File: src/rtl/mc_ctrl_pkg.sv
// Shared encodings for the multi-cycle processor control unit: state codes,
// primary opcodes, mux/ALU select codes and the bundled control word.
package mc_ctrl_pkg;

  typedef enum logic [3:0] {
    S_IF   = 4'd0,
    S_ID   = 4'd1,
    S_EXA  = 4'd2,
    S_MRD  = 4'd3,
    S_MWR  = 4'd4,
    S_WBM  = 4'd5,
    S_EXR  = 4'd6,
    S_EXI  = 4'd7,
    S_WBA  = 4'd8,
    S_BEQ  = 4'd9,
    S_JMP  = 4'd10,
    S_HALT = 4'd11
  } state_e;

  localparam logic [5:0] OP_R    = 6'b000000;
  localparam logic [5:0] OP_LW   = 6'b100011;
  localparam logic [5:0] OP_SW   = 6'b101011;
  localparam logic [5:0] OP_BEQ  = 6'b000100;
  localparam logic [5:0] OP_ADDI = 6'b001000;
  localparam logic [5:0] OP_J    = 6'b000010;

  localparam logic [1:0] ALUOP_ADD  = 2'b00;
  localparam logic [1:0] ALUOP_SUB  = 2'b01;
  localparam logic [1:0] ALUOP_FUNC = 2'b10;

  localparam logic [1:0] PCSRC_ALU    = 2'b00;
  localparam logic [1:0] PCSRC_ALUOUT = 2'b01;
  localparam logic [1:0] PCSRC_JUMP   = 2'b10;

  localparam logic [1:0] ALUSRCB_REG   = 2'b00;
  localparam logic [1:0] ALUSRCB_FOUR  = 2'b01;
  localparam logic [1:0] ALUSRCB_IMM   = 2'b10;
  localparam logic [1:0] ALUSRCB_IMMSH = 2'b11;

  typedef struct packed {
    logic       pcWrite;
    logic       irWrite;
    logic       memRead;
    logic       memWrite;
    logic       regWrite;
    logic       iorD;
    logic       regDst;
    logic       memtoReg;
    logic       aluSrcA;
    logic [1:0] aluSrcB;
    logic [1:0] pcSrc;
    logic [1:0] aluOp;
  } ctrl_t;

endpackage

File: src/rtl/mc_ctrl_outdec.sv
// Moore output decode: turns the current state (plus the memory handshake,
// ALU zero flag and latched destination select) into the control word.
module mc_ctrl_outdec
  import mc_ctrl_pkg::*;
(
  input  state_e State,
  input  logic   MemReady,
  input  logic   Zero,
  input  logic   RegDstLatch,
  output ctrl_t  Ctrl
);

  // Everything not named for a state stays zero, including illegal codes.
  always_comb begin
    Ctrl = '0;
    case (State)
      S_IF: begin
        Ctrl.memRead = 1'b1;
        Ctrl.aluSrcB = ALUSRCB_FOUR;
        Ctrl.aluOp   = ALUOP_ADD;
        Ctrl.pcSrc   = PCSRC_ALU;
        Ctrl.pcWrite = MemReady;
        Ctrl.irWrite = MemReady;
      end
      S_ID: begin
        Ctrl.aluSrcB = ALUSRCB_IMMSH;
        Ctrl.aluOp   = ALUOP_ADD;
      end
      S_EXA: begin
        Ctrl.aluSrcA = 1'b1;
        Ctrl.aluSrcB = ALUSRCB_IMM;
        Ctrl.aluOp   = ALUOP_ADD;
      end
      S_MRD: begin
        Ctrl.memRead = 1'b1;
        Ctrl.iorD    = 1'b1;
      end
      S_MWR: begin
        Ctrl.memWrite = 1'b1;
        Ctrl.iorD     = 1'b1;
      end
      S_WBM: begin
        Ctrl.regWrite = 1'b1;
        Ctrl.memtoReg = 1'b1;
      end
      S_EXR: begin
        Ctrl.aluSrcA = 1'b1;
        Ctrl.aluSrcB = ALUSRCB_REG;
        Ctrl.aluOp   = ALUOP_FUNC;
      end
      S_EXI: begin
        Ctrl.aluSrcA = 1'b1;
        Ctrl.aluSrcB = ALUSRCB_IMM;
        Ctrl.aluOp   = ALUOP_ADD;
      end
      S_WBA: begin
        Ctrl.regWrite = 1'b1;
        Ctrl.regDst   = RegDstLatch;
      end
      S_BEQ: begin
        Ctrl.aluSrcA = 1'b1;
        Ctrl.aluSrcB = ALUSRCB_REG;
        Ctrl.aluOp   = ALUOP_SUB;
        Ctrl.pcSrc   = PCSRC_ALUOUT;
        Ctrl.pcWrite = Zero;
      end
      S_JMP: begin
        Ctrl.pcSrc   = PCSRC_JUMP;
        Ctrl.pcWrite = 1'b1;
      end
      default: ;
    endcase
  end

endmodule

File: src/rtl/multi_cycle_ctrl.sv
// Multi-cycle MIPS-style control FSM: holds the state and the RegDst latch,
// sequences instructions and gates all decoded outputs while in reset.
module multi_cycle_ctrl
  import mc_ctrl_pkg::*;
#(
  parameter logic [5:0] HALT_OP = 6'b111111
) (
  input  logic       Clk,
  input  logic       Rst_n,
  input  logic [5:0] Opcode,
  input  logic       MemReady,
  input  logic       Zero,
  output logic       PCWrite,
  output logic       IRWrite,
  output logic       MemRead,
  output logic       MemWrite,
  output logic       RegWrite,
  output logic       IorD,
  output logic       RegDst,
  output logic       MemtoReg,
  output logic       ALUSrcA,
  output logic [1:0] ALUSrcB,
  output logic [1:0] PCSrc,
  output logic [1:0] ALUOp,
  output logic [3:0] State,
  output logic       IllegalOp
);

  state_e state_q, state_d;
  logic   regDst_q, regDst_d;
  logic   illegalId;
  ctrl_t  decCtrl;
  ctrl_t  ctrl;

  always_comb begin
    state_d   = S_IF;
    regDst_d  = regDst_q;
    illegalId = 1'b0;
    case (state_q)
      S_IF:  state_d = MemReady ? S_ID : S_IF;
      S_ID: begin
        if (Opcode == OP_LW || Opcode == OP_SW) state_d = S_EXA;
        else if (Opcode == OP_R)                state_d = S_EXR;
        else if (Opcode == OP_ADDI)             state_d = S_EXI;
        else if (Opcode == OP_BEQ)              state_d = S_BEQ;
        else if (Opcode == OP_J)                state_d = S_JMP;
        else if (Opcode == HALT_OP)             state_d = S_HALT;
        else begin
          state_d   = S_IF;
          illegalId = 1'b1;
        end
      end
      S_EXA: begin
        if (Opcode == OP_LW)      state_d = S_MRD;
        else if (Opcode == OP_SW) state_d = S_MWR;
        else                      state_d = S_IF;
      end
      S_MRD: state_d = MemReady ? S_WBM : S_MRD;
      S_MWR: state_d = MemReady ? S_IF : S_MWR;
      S_WBM: state_d = S_IF;
      S_EXR: begin
        state_d  = S_WBA;
        regDst_d = 1'b1;
      end
      S_EXI: begin
        state_d  = S_WBA;
        regDst_d = 1'b0;
      end
      S_WBA:  state_d = S_IF;
      S_BEQ:  state_d = S_IF;
      S_JMP:  state_d = S_IF;
      S_HALT: state_d = S_HALT;
      default: state_d = S_IF;
    endcase
  end

  always_ff @(posedge Clk or negedge Rst_n) begin
    if (!Rst_n) begin
      state_q  <= S_IF;
      regDst_q <= 1'b0;
    end else begin
      state_q  <= state_d;
      regDst_q <= regDst_d;
    end
  end

  mc_ctrl_outdec uOutDec (
    .State      (state_q),
    .MemReady   (MemReady),
    .Zero       (Zero),
    .RegDstLatch(regDst_q),
    .Ctrl       (decCtrl)
  );

  // IF decodes strobes from MemReady alone, so reset must mask the word here.
  assign ctrl      = Rst_n ? decCtrl : '0;
  assign IllegalOp = Rst_n & illegalId;
  assign State     = state_q;

  assign PCWrite  = ctrl.pcWrite;
  assign IRWrite  = ctrl.irWrite;
  assign MemRead  = ctrl.memRead;
  assign MemWrite = ctrl.memWrite;
  assign RegWrite = ctrl.regWrite;
  assign IorD     = ctrl.iorD;
  assign RegDst   = ctrl.regDst;
  assign MemtoReg = ctrl.memtoReg;
  assign ALUSrcA  = ctrl.aluSrcA;
  assign ALUSrcB  = ctrl.aluSrcB;
  assign PCSrc    = ctrl.pcSrc;
  assign ALUOp    = ctrl.aluOp;

endmodule

File: config.mk
export PLATFORM = sky130hd
export DESIGN_NAME = multi_cycle_ctrl
export DESIGN_NICKNAME = d
export VERILOG_FILES = /design/src/rtl/mc_ctrl_pkg.sv /design/src/rtl/mc_ctrl_outdec.sv /design/src/rtl/multi_cycle_ctrl.sv
export SDC_FILE = /design/constraint.sdc
export NUM_CORES = 1
export LEC_CHECK = 0
export ABC_AREA = 0
export BUFFER_PORTS_ARGS = -buffer_cell sky130_fd_sc_hd__buf_4
export CORE_UTILIZATION = 47
export CTS_CLUSTER_DIAMETER = 80
export DETAILED_ROUTE_END_ITERATION = 8
export GPL_TIMING_DRIVEN = 0
export PLACE_DENSITY = 0.88
export SLEW_MARGIN = 0
export SYNTH_ARGS = -nofsm -noshare
export SYNTH_HDL_FRONTEND = slang
export SYNTH_SLANG_ARGS = --single-unit
File: constraint.sdc
create_clock -name Clk -period 4 [get_ports Clk]
set_input_delay 0.4 -clock Clk [delete_from_list [all_inputs] [get_ports Clk]]
set_output_delay 0.4 -clock Clk [all_outputs]
set_load 0.01 [all_outputs]
==> key figures <==
Status
  – Run status: finished clean

Drt
  – WL met2: roughly 800 um
  – Top layer reached by signal wires: met4
  – Iter 0 DRT Violations: 15
  – Via count: roughly 730
  – DRT Pass-1 Iters: 4
  – Final WL: 1566 um
  – Post-route DRC: 0
  – ANT nets after route: 0
  – Routed length on met3: 86 um
  – DRT met1 WL: 647 um
  – WL/cell: 11.86 um
  – Vias per inst: 5.553

STA
  – Tmin final: 2.222 ns
  – Final setup violation count: 0
  – TNS Setup: 0 ns
  – Clock skew: 0.004780 ns
  – Max_slew headroom: 72.27%
  – Max Freq: 0.4500 GHz
  – Final setup margin: 1.778 ns
  – Final period utilization: 55.56%
  – Endpoints failing hold: 0
  – Max Transition Viols Final: 0
  – RSZ-0062 raised after global routing: no
  – Worst Max-Slew Pin Slew: approximately 0.42 ns

Finish
  – Diodes inserted: 0
  – Most frequent cells in the layout: 27 x buf_4, 12 x nor2_1, 7 x nand2_1
  – Design area: 867.1 um2
  – Leading cell type in the layout, fill and taps excluded: buf_4
  – Final #Nets: 129
  – Share of cells above drive strength 1: 29.66%
  – Post-layout util: 75.00%
  – Synth-to-layout area growth: 42.01%

Global route
  – GR Util All Layers: 24.36%
  – Grt ovf: 0
  – Pin count of the biggest net entering global routing: 11
  – First-pass GRT wire length: 2435 um
  – Antenna violations before repair: 0
  – Number of global-route vias before repair: 608

Clock network
  – CTS HTree Levels: 1
  – CTS root buf: clkbuf_4
  – Num CTS Buffers: 3
  – Cts repair resizes: 0
  – Setup Buffers After CTS: 0
  – Worst-path clk slew: 0.04 ns
  – CTS Sinks: 5
  – CTS Hold Bufs: 1
  – Max clock buf depth: 2
  – CTS tree: built
  – Clock latency on the worst-skew pair: 0.24 ns

Setup path
  – CP endpoint: PCWrite
  – Max FO, Critical Path: 10
  – CP arrival: 1.82 ns
  – CP required: around 3.6 ns
  – Critical Path Source: Rst_n
  – CP Class: in -> out
  – Worst reg2reg endpoint: State[1]
  – R2r setup slk: approximately 2.1 ns
  – Crit end category: primary output
  – R2R depth: 5
  – CP Launch Type: input port
  – FF-to-FF Start: State[1]

Power and ir drop
  – Pwr/cell area: 214.3 nW/um2
  – Worst VDD drop: 0.1776 mV
  – Leakage: 0.4004 nW

Placed design
  – # port buffers: 27
  – DP Worst Slack: 2.085 ns
  – Post-DP HPWL: approximately 1300 um
  – Placed inst area: 830.8 um2
  – Gp weighted congestion: 0.7830

Synth
  – Mapped Cells: 86
  – Avg Cell Area, Syn: slightly above 7 um2
  – Sequential area share after synthesis: 20.49%
  – Distinct cells, synth: 35
  – Post-synth design cell area: 610.6 um2
  – Post-Syn Nets: between 90 and 100
  – YS warnings: 0
  – Yosys reg bits: 5

Floorplanning
  – CORE AREA: about 1200 um2
  – Die width: 38.05 um
  – Row count: 12
  – Die H: 38.05 um
  – Die ar.: 1447 um2
  – Top Ports: 30
  – Initial core utilization: 52.81%

Worst hold path
  – Worst Hold Class: reg -> reg

Flow run
  – Max-Cap Viols: 0
-- through the flow --
stage | cells | hold WS, ns | power, W
4_1_cts | 132 | 0.4969 | 0.0001884
3_5_place_dp | 127 | 0.2292 | 0.0001271
5_1_grt | 132 | 0.5044 | 0.0001980
2_1_floorplan | 86 | 0.1044 | 0.00009914
6_report | 132 | 0.4974 | 0.0001858
3_3_place_gp | 127 | 0.2247 | 0.0001260
-- layout make-up --
class	count	area, um2
plain buffers	6	30.03
clock buffers	4	26.28
fillers	98	289.0
inverters	4	15.01
multi-input cells	71	440.4
flip-flops and latches	5	125.1
well taps	14	17.52
repair buffers	28	212.7
-- worst max-delay path: stages --
cell and delay, ns:
dlygate4sd3_1 0.54, buf_4 0.18, nand2b_1 0.14, nor2_1 0.07, and3_1 0.20, o21bai_1 0.15
buf_4 0.14
-- sequential cells by signal (all words and copies together), names as in the netlist --
name	count
State	4
regDst_q	1
-- power breakdown --
part | internal, W | switching, W
combinational | 0.0000341 | 0.0000370
sequential | 0.0000534 | 0.00000298
clock | 0.0000377 | 0.0000206
total | 0.000125 | 0.0000607
-- kinds of logic (layout without fill, tap and decap cells) --
| group | after synthesis | after routing | share of synthesized area [%] |
|---|---|---|---|
| flops | 5 | 5 | 20.49 |
| simple gates | 51 | 51 | 45.70 |
| mux | 2 | 2 | 3.484 |
| xor+xnor | 2 | 2 | 2.869 |
| compound gates | 15 | 15 | 18.45 |
| fa+ha+maj | 1 | 1 | 1.639 |
| buf+inv | 10 | 42 | 7.377 |
-- worst min path at each step --
| stage | slack (ns) | cells past startpoint | start | to |
|---|---|---|---|---|
| floorplan | 0.10 | 0 | Rst_n | State[0] |
| global placement | 0.22 | 1 | Rst_n | State[1] |
| detailed placement | 0.23 | 1 | Rst_n | State[1] |
| CTS | 0.50 | 1 | regDst_q | regDst_q |
| global route | 0.50 | 1 | regDst_q | regDst_q |
| finish | 0.50 | 1 | regDst_q | regDst_q |
-- metal layers --
layer	vias to the layer above	global-route usage [%]
met5	-	0
met4	0	13.39
met3	4	1.744
met2	27	46.61
met1	328	25.63
li1	374	-
-- Yosys cell counts (all sizes together) --
master / number / area share, %
a211oi: 1 / 1.2
maj3: 1 / 1.6
or4: 1 / 1.8
nand3: 2 / 1.6
or2b: 1 / 1.2
a21oi: 4 / 3.3
buf: 3 / 3.1
a21o: 1 / 1.2
nand2: 7 / 4.3
clkbuf: 3 / 1.8
nand2b: 4 / 4.1
nor3b: 2 / 2.5
a211o: 1 / 1.4
or3: 2 / 2.0
nor2: 12 / 7.4
nor2b: 3 / 3.1
and2b: 1 / 1.2
and2: 2 / 2.0
nand4: 2 / 2.0
o21bai: 1 / 1.2
xnor2: 2 / 2.9
nor3: 6 / 4.9
dfrtp: 5 / 20
mux2: 1 / 1.8
inv: 4 / 2.5
nor4: 1 / 1.0
o221ai: 2 / 2.9
a22o: 2 / 2.9
mux2i: 1 / 1.6
o22ai: 1 / 1.0
and3: 4 / 4.1
or4b: 1 / 2.3
o211ai: 2 / 3.3
(Power assumes the default switching activity.)
